===== config.mk =====
export PLATFORM = sky130hd
export DESIGN_NAME = glove_frame_rx
export DESIGN_NICKNAME = d
export VERILOG_FILES = /design/src/rtl/glove_pkg.sv /design/src/rtl/glove_frame_parser.sv /design/src/rtl/glove_frame_rx.sv
export SDC_FILE = /design/constraint.sdc
export NUM_CORES = 1
export LEC_CHECK = 0
export ABC_AREA = 1
export BUFFER_PORTS_ARGS = -buffer_cell sky130_fd_sc_hd__clkbuf_2
export CAP_MARGIN = 20
export CELL_PAD_IN_SITES_DETAIL_PLACEMENT = 1
export CELL_PAD_IN_SITES_GLOBAL_PLACEMENT = 1
export CORE_ASPECT_RATIO = 0.5
export CORE_MARGIN = 1
export CORE_UTILIZATION = 40
export DETAILED_ROUTE_END_ITERATION = 8
export PLACE_DENSITY_LB_ADDON = 0.08
export SLEW_MARGIN = 20
export SYNTH_ARGS = -nofsm -noshare
export SYNTH_HDL_FRONTEND = slang
export SYNTH_SLANG_ARGS = --single-unit

===== constraint.sdc =====
create_clock -name avm_clk -period 1.75 [get_ports avm_clk]
set_input_delay 0.35 -clock avm_clk [delete_from_list [all_inputs] [get_ports avm_clk]]
set_output_delay 0.35 -clock avm_clk [all_outputs]
set_load 0.02 [all_outputs]

===== src/rtl/glove_pkg.sv =====
// Shared constants and state encodings for the glove frame receiver.
package glove_pkg;

   localparam logic [7:0] DEF_SYNC_BYTE   = 8'hA5;
   localparam logic [4:0] DEF_STATUS_ADDR = 5'd8;
   localparam logic [4:0] DEF_DATA_ADDR   = 5'd0;
   localparam int         DEF_RRDY_BIT    = 7;

   typedef enum logic [1:0] {S_IDLE, S_POLL, S_READ, S_GAP} bus_state_e;
   typedef enum logic [1:0] {P_HUNT, P_PAYLOAD, P_CKSUM} prs_state_e;

endpackage


===== src/rtl/glove_frame_parser.sv =====
// Sync hunt and frame assembly from a byte strobe; holds the last good frame.
// GLOVE_RX_CHECKSUM_EN adds a trailing mod-256 checksum byte per frame.
module glove_frame_parser
   import glove_pkg::*;
#(
   parameter int         P         = 10,
   parameter logic [7:0] SYNC_BYTE = DEF_SYNC_BYTE
) (
   input  logic             avm_clk,
   input  logic             avm_rst,
   input  logic             abort_i,
   input  logic             byte_vld_i,
   input  logic [7:0]       byte_i,
   output logic [8*P-1:0]   frame_o,
   output logic             good_o,
   output logic             valid_o,
   output logic             err_o,
   output logic             busy_o
);

   localparam int IW = (P > 1) ? $clog2(P) : 1;

   prs_state_e         state_q, state_d;
   logic [IW-1:0]      idx_q, idx_d;
   logic [8*P-1:0]     shadow_q, shadow_d;
   logic [8*P-1:0]     frame_q, frame_d;
   logic [7:0]         sum_q, sum_d;
   logic [8*P+7:0]     wide;
   logic               valid_q;
   logic               good;
`ifdef GLOVE_RX_CHECKSUM_EN
   logic               bad;
   logic               err_q;
`endif

   // Shadow shifts left so the first payload byte ends up in the top bits.
   assign wide = {shadow_q, byte_i};

   always_comb begin
      state_d  = state_q;
      idx_d    = idx_q;
      shadow_d = shadow_q;
      frame_d  = frame_q;
      sum_d    = sum_q;
      good     = 1'b0;
`ifdef GLOVE_RX_CHECKSUM_EN
      bad      = 1'b0;
`endif
      if (abort_i) begin
         state_d = P_HUNT;
      end else if (byte_vld_i) begin
         case (state_q)
            P_HUNT: begin
               if (byte_i == SYNC_BYTE) begin
                  state_d = P_PAYLOAD;
                  idx_d   = '0;
                  sum_d   = 8'd0;
               end
            end
            P_PAYLOAD: begin
               shadow_d = wide[8*P-1:0];
               sum_d    = sum_q + byte_i;
               idx_d    = idx_q + 1'b1;
               if (idx_q == IW'(P-1)) begin
`ifdef GLOVE_RX_CHECKSUM_EN
                  state_d = P_CKSUM;
`else
                  state_d = P_HUNT;
                  good    = 1'b1;
                  frame_d = wide[8*P-1:0];
`endif
               end
            end
`ifdef GLOVE_RX_CHECKSUM_EN
            P_CKSUM: begin
               state_d = P_HUNT;
               if (byte_i == sum_q) begin
                  good    = 1'b1;
                  frame_d = shadow_q;
               end else begin
                  bad = 1'b1;
               end
            end
`endif
            default: state_d = P_HUNT;
         endcase
      end
   end

   always_ff @(posedge avm_clk or negedge avm_rst) begin
      if (!avm_rst) begin
         state_q  <= P_HUNT;
         idx_q    <= '0;
         shadow_q <= '0;
         frame_q  <= '0;
         sum_q    <= 8'd0;
         valid_q  <= 1'b0;
      end else begin
         state_q  <= state_d;
         idx_q    <= idx_d;
         shadow_q <= shadow_d;
         frame_q  <= frame_d;
         sum_q    <= sum_d;
         valid_q  <= good;
      end
   end

`ifdef GLOVE_RX_CHECKSUM_EN
   always_ff @(posedge avm_clk or negedge avm_rst) begin
      if (!avm_rst) err_q <= 1'b0;
      else          err_q <= bad;
   end
   assign err_o = err_q;
`else
   assign err_o = 1'b0;
`endif

   assign frame_o = frame_q;
   assign good_o  = good;
   assign valid_o = valid_q;
   assign busy_o  = (state_q != P_HUNT);

endmodule


===== src/rtl/glove_frame_rx.sv =====
// Avalon-MM poller for the RS232 UART feeding the glove frame parser.
// GLOVE_RX_CHECKSUM_EN enables per-frame checksum checking in the parser.
module glove_frame_rx
   import glove_pkg::*;
#(
   parameter int         NUM_CH       = 5,
   parameter int         BYTES_PER_CH = 2,
   parameter logic [7:0] SYNC_BYTE    = DEF_SYNC_BYTE,
   parameter logic [4:0] STATUS_ADDR  = DEF_STATUS_ADDR,
   parameter logic [4:0] DATA_ADDR    = DEF_DATA_ADDR,
   parameter int         RRDY_BIT     = DEF_RRDY_BIT,
   localparam int        P            = NUM_CH * BYTES_PER_CH
) (
   input  logic             avm_clk,
   input  logic             avm_rst,
   input  logic             i_enable,
   output logic [4:0]       avm_address,
   output logic             avm_read,
   input  logic [31:0]      avm_readdata,
   input  logic             avm_waitrequest,
   output logic [8*P-1:0]   o_frame,
   output logic             o_frame_valid,
   output logic             o_frame_err,
   output logic [15:0]      o_frame_cnt,
   output logic             o_busy
);

   bus_state_e  st_q, st_d;
   logic [15:0] cnt_q;
   logic        byte_vld;
   logic        good;
   logic        unused_rd;

   assign unused_rd = ^avm_readdata;

   // Bus outputs decode straight from the state register, so reset drops
   // avm_read in the same cycle.
   always_comb begin
      st_d        = st_q;
      avm_read    = 1'b0;
      avm_address = STATUS_ADDR;
      byte_vld    = 1'b0;
      case (st_q)
         S_IDLE: if (i_enable) st_d = S_POLL;
         S_POLL: begin
            avm_read = 1'b1;
            if (!avm_waitrequest)
               st_d = (avm_readdata[RRDY_BIT] && i_enable) ? S_READ : S_GAP;
         end
         S_READ: begin
            avm_read    = 1'b1;
            avm_address = DATA_ADDR;
            if (!avm_waitrequest) begin
               byte_vld = i_enable;
               st_d     = S_GAP;
            end
         end
         S_GAP:   st_d = i_enable ? S_POLL : S_IDLE;
         default: st_d = S_IDLE;
      endcase
   end

   always_ff @(posedge avm_clk or negedge avm_rst) begin
      if (!avm_rst) begin
         st_q  <= S_IDLE;
         cnt_q <= 16'd0;
      end else begin
         st_q <= st_d;
         if (good) cnt_q <= cnt_q + 16'd1;
      end
   end

   glove_frame_parser #(
      .P         (P),
      .SYNC_BYTE (SYNC_BYTE)
   ) u_parser (
      .avm_clk    (avm_clk),
      .avm_rst    (avm_rst),
      .abort_i    (!i_enable),
      .byte_vld_i (byte_vld),
      .byte_i     (avm_readdata[7:0]),
      .frame_o    (o_frame),
      .good_o     (good),
      .valid_o    (o_frame_valid),
      .err_o      (o_frame_err),
      .busy_o     (o_busy)
   );

   assign o_frame_cnt = cnt_q;

endmodule


Word-level counts from Yosys, hierarchy flattened

Cells that the tools add are included.

Flip-flop bits (word level): 177
Output and inout bits: 105

$add $sub $neg: 2
Eq/ne operators: 13
Muxes and demuxes: 21
Reduce and logical (&&, ||, !) cells: 11

Operators with widths:

| kind                  | number |
|---|---|
| $add 16x1->16 const B | 1 |
| $mux 2                | 7 |
| $mux 1                | 9 |
| $reduce_and 3->1      | 3 |
| $eq 8x8->1 const B    | 1 |
| $mux 4                | 2 |
| $pmux 2 s4            | 1 |
| $pmux 4 s2            | 1 |
| $reduce_and 4->1      | 2 |
| $ne 2x2->1 const B    | 3 |
| $ne 3x2->1 const B    | 2 |
| $add 4x1->4 const B   | 1 |
| $eq 2x1->1 const B    | 2 |
| $eq 2x2->1 const B    | 2 |
| $eq 4x4->1 const B    | 1 |
| $logic_not 2->1       | 2 |
| $ne 2x1->1 const B    | 2 |
| $pmux 2 s2            | 1 |
| $reduce_bool 2->1     | 2 |
| $reduce_or 2->1       | 1 |
| $logic_and 1x1->1     | 1 |

Logic depth before layout (Yosys ltp)

Gate-level depths: netlist of run 1.

Word-level depth: 5
Gate-level depth with buffers: 10

Modules after synthesis

A second synthesis of run 1 with hierarchy kept.

Cell total of the unflattened synthesis: 743
Area, all modules: 6982.9 um^2

By module, submodules not included:

| module             | times used | cells each | area an instance (um^2) |
|---|---|---|---|
| glove_frame_parser | 1          | 614        | 5924.4 |
| glove_frame_rx     | 1          | 129        | 1058.5 |

Worst setup path after synthesis of run 1

No wires, ideal clock.

Kind: flip-flop to flip-flop
Start: reg st_q[0]
End: reg u_parser.shadow_q[64]
Library setup time: 131 ps
Arrival: 1459 ps
Data required time: 1619 ps
Path slack: 160 ps
Stages on the path, launching flop included: 10
Buffers on the path: 2
Clock period less this slack: 1590 ps
Cell sequence: dfrtp_1 -> inv_1 -> ha_1 -> inv_1 -> nor2_2 -> nand2_2 -> buf_2 -> buf_2 -> nand2_1 -> o21ai_0

Cells in the longest elaborated chain, start to end: 3

Ends and longest elaborated chain:

| item                       | line                      | source |
|---|---|---|
| start, declared            | glove_frame_rx.sv:28      | `bus_state_e st_q, st_d;` |
| start signal, assigned     | glove_frame_rx.sv:68      | `st_q <= st_d;` |
| $eq 2x2->1                 | glove_frame_rx.sv:43      | `case (st_q)` |
| $mux 1                     | glove_frame_rx.sv:43      |  |
| $reduce_and 3->1 (no line) | -                         |  |
| end signal, assigned       | glove_frame_parser.sv:101 | `shadow_q <= shadow_d;` |
| end, declared              | glove_frame_parser.sv:25  | `logic [8*P-1:0] shadow_q, shadow_d;` |

No other way between the ends.
A chain may end at the register's enable or synchronous reset.

Worst setup path in the final report of run 1

Start: reg st_q[1]
End: out avm_read

Cells in the longest elaborated chain, start to end: 3

Ends and longest elaborated chain:

| item                                     | line                 | source |
|---|---|---|
| $eq 2x2->1 or $eq 2x1->1 (tied branches) | glove_frame_rx.sv:43 |  |
| $reduce_or 2->1 (no line) *              | -                    |  |
| $mux 1 *                                 | glove_frame_rx.sv:43 |  |
| end, declared                            | glove_frame_rx.sv:18 | `output logic avm_read,` |

Mark *: on every way between the ends. The rest lies on a longest branch, timed or not.

==> reports/results.tsv, run 1 <==
metric	value	unit
data arrival time at the worst-slack endpoint	1.36	ns
number of buffer cells added on primary ports	111	
total CTS buffers	17	
layout filler cell count	1998	
full die area	18300	sq um
cell with the largest stage delay on the worst path	sky130_fd_sc_hd__dfrtp_1	
Final #Nets	919	
Yosys top cell area share	0.621	
wire length of the first global-routing pass	28300	microns
final RePlAce weighted congestion	0.758	
status	finished clean	
Synth area leader	sky130_fd_sc_hd__dfrtp_1	
most frequent standard cell in the layout excluding fill and tap cells	sky130_fd_sc_hd__nand2_1	
vias per inst	4.72	
required time of the critical path	1.40	ns
Synth cell types	26	
netlist area before placement	7090	sq um
final clock period utilization by the worst path	0.975	
share of power burned in the clock network	0.436	
DRC marker count from the first detailed-route iteration	252	
Placed Instance Area	7930	sq um
Setup crit end kind	output pin	
post-synthesis cell count	752	
cell total after placement	1074	
vertical die dimension	96.1	microns
signed area change from the synthesized netlist to the final layout	22.0	%
largest net degree at the start of global routing	60	
CTS H-tree lvls	4	
MaxCap Viol Count	0	
final period demand of the worst path	1.71	ns
boundary pin count	141	
number of antenna cells inserted	0	
gate family responsible for the most delay along the worst path	flip-flops	
area of all placed cells without fillers	8650	sq um
number of synthesized register bits	176	
cell chain of the critical path	inv_2, ha_4, buf_8	
biggest cell delay along the critical path	0.44	ns
filler-free cell count of the finished design	1115	
TritonCTS clock tree	done	
design internal power	6370	uW
sum of buffers and inverters on the critical path	2	
part of the total power dissipated in combinational logic	0.077	
most frequent cells in the layout	221 x sky130_fd_sc_hd__nand2_1, 176 x sky130_fd_sc_hd__dfrtp_1, 109 x sky130_fd_sc_hd__clkbuf_2	
layout cells sized above 1	0.208	
remaining global-route overflow	0	
max frequency	0.586	GHz
detailed placer's ending HPWL	11300	microns
Max Buffers Root-to-Sink	2	
hold violation count in the final report	0	
root cell of the clock tree	sky130_fd_sc_hd__clkbuf_16	
worst slack at placement	-0.00215	ns
Net Sw Power	2110	uW
clock latency reported for the late side of the worst-skew pair	0.43	ns
maximum ir drop on the vdd rail	0.692	mV
horizontal die dimension	190	microns
post-route clock skew	0.0130	ns
largest cells by area after synthesis	sky130_fd_sc_hd__dfrtp_1 62%, sky130_fd_sc_hd__nand2_1 12%, sky130_fd_sc_hd__o21ai_0 6.9%	
critical path class	flop to output pin	
number of warnings reported in the yosys synthesis log	0	
sequential share of power	0.487	
Initial Util	0.421	
clock transition time at the flip-flop clock pins of the worst setup and hold paths	0.07	ns
Switching Share	0.249	
post-detailed-route count of antenna-violating nets	0	
Max Slew Vio Count	0	
number of vias in the routed layout	5265	
critical path peak fanout	4	
sequential element share of the synthesized area	0.621	
final setup fails	0	
Total Wirelength	17200	microns
standard-cell row count	33	
DRC errors left	0	
gr usage total	0.203	
launching element type of the critical path	flop	
worst min-delay path category	input port to flop	
Syn Area/Cell	9.43	sq um
iteration count of the initial detailed-routing pass	4	
wire per inst	15.4	microns
leakage power	0.00445	uW
antenna violations before repair	0	
Power per Cell Area	980	nW/um^2
area of the core region	16800	sq um
# clock sinks	176	
via count of the first global-routing pass	5352	
final setup margin	0.0430	ns
[synth_stat cells]
cell type,n
sky130_fd_sc_hd__nand2_1,222
sky130_fd_sc_hd__dfrtp_1,176
sky130_fd_sc_hd__o21ai_0,98
sky130_fd_sc_hd__inv_1,87
sky130_fd_sc_hd__o21ai_1,50
sky130_fd_sc_hd__nor2_1,23
sky130_fd_sc_hd__nand3_1,14
sky130_fd_sc_hd__buf_2,13
sky130_fd_sc_hd__buf_6,10
sky130_fd_sc_hd__buf_4,8
sky130_fd_sc_hd__ha_1,8
sky130_fd_sc_hd__clkbuf_1,7
sky130_fd_sc_hd__xor2_1,7
sky130_fd_sc_hd__nand4_1,4
sky130_fd_sc_hd__nor2_4,4
sky130_fd_sc_hd__xnor2_1,4
sky130_fd_sc_hd__nand2_2,3
sky130_fd_sc_hd__nor3_1,3
sky130_fd_sc_hd__a21oi_1,2
sky130_fd_sc_hd__nand3b_1,2
sky130_fd_sc_hd__or2_0,2
sky130_fd_sc_hd__a31o_2,1
sky130_fd_sc_hd__buf_1,1
sky130_fd_sc_hd__conb_1,1
sky130_fd_sc_hd__inv_2,1
sky130_fd_sc_hd__nor2_2,1
[worst paths after layout]
check | startpoint | endpoint | slack (ns) | depth (start not counted)
min in group asynchronous | avm_rst | u_parser.frame_o[61]$_DFFE_PN0P_ | 0.41 | 2
max in group asynchronous | avm_rst | o_frame_cnt[12]$_DFFE_PN0P_ | 0.73 | 3
worst min register to register | u_parser.shadow_q[68]$_DFFE_PN0P_ | u_parser.frame_o[76]$_DFFE_PN0P_ | 0.48 | 2
worst max register to register | u_parser.idx_q[1]$_DFFE_PN0P_ | u_parser.frame_o[41]$_DFFE_PN0P_ | 0.13 | 9
worst max-delay path | st_q[1]$_DFFE_PN0P_ | avm_read | 0.04 | 3
worst min-delay path | avm_readdata[4] | u_parser.shadow_q[4]$_DFFE_PN0P_ | 0.16 | 3
[sequential cells by signal, summed over array words and instances, names as in the netlist]
name	cells
u_parser.frame_o	80
u_parser.shadow_q	72
o_frame_cnt	16
u_parser.idx_q	4
st_q	2
u_parser.state_q	1
u_parser.valid_o	1
[final cells by class]
cell class / instances / area [sq um] / share of cell area
flip-flops and latches: 176 / 4400 / 0.509
multi-input cells: 453 / 2140 / 0.247
repair buffers: 139 / 930 / 0.108
clock buffers: 18 / 429 / 0.0496
inverters: 88 / 330 / 0.0382
well taps: 227 / 284 / 0.0329
clock inverters: 14 / 131 / 0.0152
[power by group through the flow]
stage / logic [uW] / clock network [uW] / registers, uW
floorplan: 261 / 0 / 4200
global placement: 470 / 0 / 4200
detailed placement: 487 / 0 / 4200
CTS: 576 / 3810 / 4120
global route: 725 / 3970 / 4130
finish: 653 / 3690 / 4130
[timing repair]
action	4_1_cts	5_1_grt
cloned	1	1
pin swaps	1	1
setup endpoints to repair	9	73
gates resized for setup	8	5
endpoints found under the hold margin	33	0
hold buffers	1	0
setup buffers	1	5
[stage by stage]
step / power, uW / hold WS (ns) / TNS, ns / util
5_1_grt: 8830 / 0.184 / -0.0126 / 0.513
4_1_cts: 8510 / 0.138 / -0.00751 / 0.509
2_1_floorplan: 4460 / 0.0544 / 0 / -
6_report: 8470 / 0.163 / 0 / 0.513
3_5_place_dp: 4690 / 0.288 / -0.00215 / 0.471
3_3_place_gp: 4670 / 0.286 / 0 / 0.471
[per-layer routing]
layer | track usage | part of all wire | up-vias | routed length, microns
met5 | 0 | 0 | - | 0
li1 | - | - | 2594 | -
met1 | 0.287 | 0.52 | 2583 | 8950
met3 | 0.0434 | 0.030 | 11 | 509
met4 | 0.0560 | 0.0084 | 0 | 145
met2 | 0.316 | 0.44 | 77 | 7590
[logic make-up after synthesis]
logic type	share of synthesized area
compound gates	0.107
xor+xnor	0.0136
fa+ha+maj	0.0141
buf+inv	0.0844
flops	0.621
other cells	0.000529
simple gates	0.159
[worst reg2reg max path, cell delays in order, from the launching register on]
cell and delay (ns):
sky130_fd_sc_hd__dfrtp_1 0.41, sky130_fd_sc_hd__inv_1 0.07, sky130_fd_sc_hd__ha_1 0.17, sky130_fd_sc_hd__nand2_1 0.08, sky130_fd_sc_hd__nor2_2 0.14, sky130_fd_sc_hd__nand2_4 0.09, sky130_fd_sc_hd__buf_12 0.18, sky130_fd_sc_hd__buf_12 0.17
sky130_fd_sc_hd__nand2_1 0.08, sky130_fd_sc_hd__o21ai_0 0.10
No activity file was read; power rests on OpenSTA's default activity.
==> run 2: changes to the inputs <==
--- a/config.mk
+++ b/config.mk
@@ -14,7 +14,7 @@
 export CORE_MARGIN = 1
 export CORE_UTILIZATION = 40
 export DETAILED_ROUTE_END_ITERATION = 8
-export PLACE_DENSITY_LB_ADDON = 0.08
+export PLACE_DENSITY_LB_ADDON = 0.12
 export SLEW_MARGIN = 20
 export SYNTH_ARGS = -nofsm -noshare
 export SYNTH_HDL_FRONTEND = slang
==> constraint.sdc (replaced) <==
create_clock -name avm_clk -period 1.8 [get_ports avm_clk]
set_input_delay 0.36 -clock avm_clk [delete_from_list [all_inputs] [get_ports avm_clk]]
set_output_delay 0.36 -clock avm_clk [all_outputs]
set_load 0.02 [all_outputs]
==> run 2 against run 1 <==
Setup slack better by 0.012 ns. Cell count decreased by 0.27%. Worst hold slack better by 0.020 ns.
==> reports/results.tsv, run 2 (same netlist as run 1, synthesis figures left out) <==
metric	value	unit
maximum ir drop on the vdd rail	0.757	mV
antenna violations before repair	0	
most frequent cells in the layout	222 x sky130_fd_sc_hd__nand2_1, 176 x sky130_fd_sc_hd__dfrtp_1, 109 x sky130_fd_sc_hd__clkbuf_2	
Total Wirelength	17400	microns
cell with the largest stage delay on the worst path	sky130_fd_sc_hd__dfrtp_1	
layout filler cell count	2000	
data arrival time at the worst-slack endpoint	1.39	ns
biggest cell delay along the critical path	0.37	ns
part of the total power dissipated in combinational logic	0.064	
Final TNS setup	0	ns
gr usage total	0.198	
design internal power	6260	uW
sum of buffers and inverters on the critical path	3	
flip-flop count of the largest register after layout	80	
wire per inst	15.6	microns
Most common cell on crit path	sky130_fd_sc_hd__buf_4	
clock transition time at the flip-flop clock pins of the worst setup and hold paths	0.08	ns
standard-cell row count	33	
DRC errors left	0	
boundary pin count	141	
vias per inst	4.78	
layout cells sized above 1	0.206	
iteration count of the initial detailed-routing pass	4	
final setup fails	0	
number of buffer cells added on primary ports	111	
launching element type of the critical path	flop	
Net Sw Power	2010	uW
Initial Util	0.421	
critical path peak fanout	3	
Max Slew Vio Count	0	
# clock sinks	176	
horizontal die dimension	190	microns
TritonCTS clock tree	done	
Max Buffers Root-to-Sink	2	
Layout Utilization	0.512	
Final #Nets	916	
post-route clock skew	0.0113	ns
total CTS buffers	17	
signed area change from the synthesized netlist to the final layout	21.6	%
root cell of the clock tree	sky130_fd_sc_hd__clkbuf_16	
Switching Share	0.243	
hold violation count in the final report	0	
detailed placer's ending HPWL	11400	microns
final period demand of the worst path	1.75	ns
MaxCap Viol Count	0	
CTS H-tree lvls	4	
Setup crit end kind	output pin	
max frequency	0.573	GHz
vertical die dimension	96.1	microns
required time of the critical path	1.44	ns
leakage power	0.00441	uW
worst min-delay path category	input port to flop	
remaining global-route overflow	0	
post-detailed-route count of antenna-violating nets	0	
full die area	18300	sq um
status	finished clean	
number of antenna cells inserted	0	
number of vias in the routed layout	5313	
critical path class	flop to output pin	
DRC marker count from the first detailed-route iteration	231	
cell chain of the critical path	inv_2, buf_4, ha_4, buf_4	
final RePlAce weighted congestion	0.797	
clock latency reported for the late side of the worst-skew pair	0.43	ns
via count of the first global-routing pass	5384	
largest net degree at the start of global routing	77	
gate family responsible for the most delay along the worst path	flip-flops	
Power per Cell Area	959	nW/um^2
area of the core region	16800	sq um
wire length of the first global-routing pass	27800	microns
sequential share of power	0.485	
most frequent standard cell in the layout excluding fill and tap cells	sky130_fd_sc_hd__nand2_1	
final clock period utilization by the worst path	0.969	
share of power burned in the clock network	0.451	
hold slack	0.183	ns
## run 2: what timing repair did
item / CTS / global route
hold buffers: 1 / 0
buffers inserted: 1 / 4
endpoints found under the setup margin: 5 / 36
gates resized for setup: 1 / 10
hold endpoints to repair: 34 / 0
pin swaps: 0 / 2
cloned: 0 / 2
## run 2: path summary, 6_finish.rpt
path / startpoint / end / slack [ns] / cells after the start
max: st_q[0]$_DFFE_PN0P_ / avm_read / 0.05 / 4
min: avm_readdata[2] / u_parser.shadow_q[2]$_DFFE_PN0P_ / 0.18 / 3
max reg2reg: st_q[0]$_DFFE_PN0P_ / u_parser.shadow_q[8]$_DFFE_PN0P_ / 0.08 / 8
min reg2reg: u_parser.frame_o[76]$_DFFE_PN0P_ / u_parser.frame_o[76]$_DFFE_PN0P_ / 0.48 / 2
max in group asynchronous: avm_rst / u_parser.frame_o[23]$_DFFE_PN0P_ / 0.80 / 3
min in group asynchronous: avm_rst / o_frame_cnt[4]$_DFFE_PN0P_ / 0.40 / 2
## run 2: layout make-up
cell class                 count  area (sq um)  area share
tap                          227           284      0.0329
clock buffer                  18           429      0.0498
sequential                   176          4400       0.511
multi-input combinational    453          2140       0.248
clock inverter                14           154      0.0178
inverter                      88           330      0.0383
timing repair buffer         136           885       0.103
## run 2: power by group through the flow
stage	Sequential (uW)	Clock (uW)	Combinational, uW
global placement	4080	0	435
detailed placement	4090	0	448
CTS	4000	3820	476
finish	4010	3730	527
floorplan	4080	0	253
global route	4010	3970	607
## run 2: per-layer routing
metal,track usage,vias up,part of all wire
li1,-,2587,-
met5,0,-,0
met2,0.314,78,0.46
met3,0.0390,11,0.027
met1,0.274,2637,0.50
met4,0.0700,0,0.0079
## run 2: worst register-to-register path: stages, from the launching register on
cell and delay, ns:
sky130_fd_sc_hd__dfrtp_1 0.40, sky130_fd_sc_hd__inv_2 0.07, sky130_fd_sc_hd__ha_2 0.20, sky130_fd_sc_hd__nand2_1 0.11
sky130_fd_sc_hd__nor2_4 0.25, sky130_fd_sc_hd__buf_4 0.20, sky130_fd_sc_hd__clkbuf_16 0.22, sky130_fd_sc_hd__nand2_1 0.10
sky130_fd_sc_hd__o21ai_0 0.09
## run 2: through the flow
step,total power (uW),worst slack [ns],instances,cell area [sq um]
5_1_grt,8590,-0.0308,1112,8620
6_report,8270,0.0549,1112,8620
3_3_place_gp,4520,0.0624,1072,7890
2_1_floorplan,4330,0.210,756,7100
3_5_place_dp,4540,0.00909,1072,7890
4_1_cts,8300,-0.00833,1106,8490
==> run 3: changes to the inputs <==
--- a/config.mk
+++ b/config.mk
@@ -15,6 +15,7 @@
 export CORE_UTILIZATION = 40
 export DETAILED_ROUTE_END_ITERATION = 8
 export PLACE_DENSITY_LB_ADDON = 0.12
+export REMOVE_ABC_BUFFERS = 1
 export SLEW_MARGIN = 20
 export SYNTH_ARGS = -nofsm -noshare
 export SYNTH_HDL_FRONTEND = slang
==> run 3 against run 2 <==
Maximum frequency down 0.86%. Register-to-register slack worse by 0.04 ns. Flip-flop and latch count unchanged. Highest routed layer is now met5.
==> reports/results.tsv, run 3 (same netlist as run 1, synthesis figures left out) <==
metric	value	unit
Layout Utilization	0.517	
Final Total Pwr	8490	uW
layout filler cell count	1953	
post-detailed-route count of antenna-violating nets	0	
critical path class	flop to flop	
setup repair after global routing missed its margin	true	
leakage power	0.00445	uW
root cell of the clock tree	sky130_fd_sc_hd__clkbuf_16	
detailed placer's ending HPWL	10500	microns
iteration count of the initial detailed-routing pass	4	
cell total after placement	1069	
final setup margin	0.0398	ns
final setup fails	0	
via count of the first global-routing pass	5409	
DRC errors left	0	
maximum ir drop on the vdd rail	0.756	mV
biggest cell delay along the critical path	0.42	ns
area of the core region	16800	sq um
required time of the critical path	2.11	ns
final RePlAce weighted congestion	0.765	
post-route clock skew	0.00837	ns
clock transition time at the flip-flop clock pins of the worst setup and hold paths	0.06	ns
full die area	18300	sq um
max frequency	0.568	GHz
global-route met1 utilization	0.269	
worst min-delay path category	input port to flop	
total CTS buffers	17	
Reg area	4400	sq um
hold violation count in the final report	0	
CTS H-tree lvls	4	
antenna violations before repair	1	
signed area change from the synthesized netlist to the final layout	22.7	%
horizontal die dimension	190	microns
Total Wirelength	16600	microns
global routing met3 resource utilization	0.0507	
final clock period utilization by the worst path	0.978	
MaxCap Viol Count	0	
flip-flop count of the largest register after layout	80	
remaining global-route overflow	0	
Most common cell on crit path	sky130_fd_sc_hd__nand2_1	
Max Buffers Root-to-Sink	2	
cell chain of the critical path	inv_2, ha_2, nand2_1, nor2_4, buf_4, buf_4, nand2_8, nand2_1, nand2_1	
gr usage total	0.196	
DRC marker count from the first detailed-route iteration	270	
area occupied by multi-input gates	2150	sq um
Final #Nets	918	
layout cells sized above 1	0.204	
largest net degree at the start of global routing	58	
clock latency reported for the late side of the worst-skew pair	0.42	ns
Setup crit end kind	flop	
most frequent cells in the layout	222 x sky130_fd_sc_hd__nand2_1, 176 x sky130_fd_sc_hd__dfrtp_1, 108 x sky130_fd_sc_hd__clkbuf_2	
status	finished clean	
final period demand of the worst path	1.76	ns
data arrival time at the worst-slack endpoint	2.07	ns
standard-cell row count	33	
# clock sinks	176	
met2 usage	0.310	
vertical die dimension	96.1	microns
boundary pin count	141	
Power per Cell Area	975	nW/um^2
TritonCTS clock tree	done	
cell with the largest stage delay on the worst path	sky130_fd_sc_hd__dfrtp_1	
wire length of the first global-routing pass	27600	microns
number of buffer cells added on primary ports	111	
number of vias in the routed layout	5216	
wire per inst	14.9	microns
most frequent standard cell in the layout excluding fill and tap cells	sky130_fd_sc_hd__nand2_1	
launching element type of the critical path	flop	
Initial Util	0.421	
vias per inst	4.68	
GR peak layer	met2	
worst slack at placement	-0.0679	ns
filler-free cell count of the finished design	1115	
Max Slew Vio Count	0	
hold slack	0.167	ns
critical path peak fanout	12	
run 3: report_power, final:
| group | internal [uW] | switching (uW) |
|---|---|---|
| clock | 2360 | 1660 |
| combinational | 150 | 307 |
| sequential | 3990 | 28.4 |
| total | 6490 | 2000 |
run 3: metal layers:
| layer | routed length, microns | part of all wire |
|---|---|---|
| met5 | 13 | 0.00078 |
| met1 | 8410 | 0.51 |
| met2 | 7470 | 0.45 |
| met4 | 121 | 0.0073 |
| met3 | 606 | 0.036 |
run 3: layout make-up:
cell class / count / area share
Sequential cell: 176 / 0.506
Multi-Input combinational cell: 454 / 0.247
Timing Repair Buffer: 137 / 0.104
Clock buffer: 18 / 0.0493
Inverter: 88 / 0.0380
Tap cell: 227 / 0.0326
Clock inverter: 14 / 0.0231
Antenna cell: 1 / 0.000288
run 3: repair_timing:
item | CTS | global route
setup buffers | 4 | 6
endpoints found under the setup margin | 83 | 112
gates cloned | 2 | 0
resized for setup | 6 | 5
hold buffers | 1 | 0
hold endpoints to repair | 32 | 0
pin swaps | 1 | 4
run 3: path summary, 6_finish.rpt:
path                       depth (start not counted)                               from                                to  slack, ns
max in group asynchronous                          3                            avm_rst   u_parser.state_q[0]$_DFFE_PN0P_       0.77
hold reg to reg                                    2  u_parser.shadow_q[69]$_DFFE_PN0P_  u_parser.frame_o[77]$_DFFE_PN0P_       0.47
min in group asynchronous                          2                            avm_rst  u_parser.frame_o[68]$_DFFE_PN0P_       0.42
setup reg to reg                                   9                st_q[0]$_DFFE_PN0P_        o_frame_cnt[1]$_DFFE_PN0P_       0.04
hold / removal                                     3                    avm_readdata[7]  u_parser.shadow_q[7]$_DFFE_PN0P_       0.17
setup / recovery                                   9                st_q[0]$_DFFE_PN0P_        o_frame_cnt[1]$_DFFE_PN0P_       0.04
run 3: per-stage QoR:
step	TNS [ns]	cell area, sq um
floorplan	-184.12	6840
global placement	0	7920
detailed placement	-1.45	7920
CTS	0	8640
global route	-0.729	8700
finish	0	8700
run 3: critical path, delay by kind of cell, from the launching register on:
kind / cells / cell delay (ns)
and+or+nand+nor: 5 / 0.54
buffers and inverters: 3 / 0.47
DFF: 1 / 0.42
adders and majority gates: 1 / 0.21
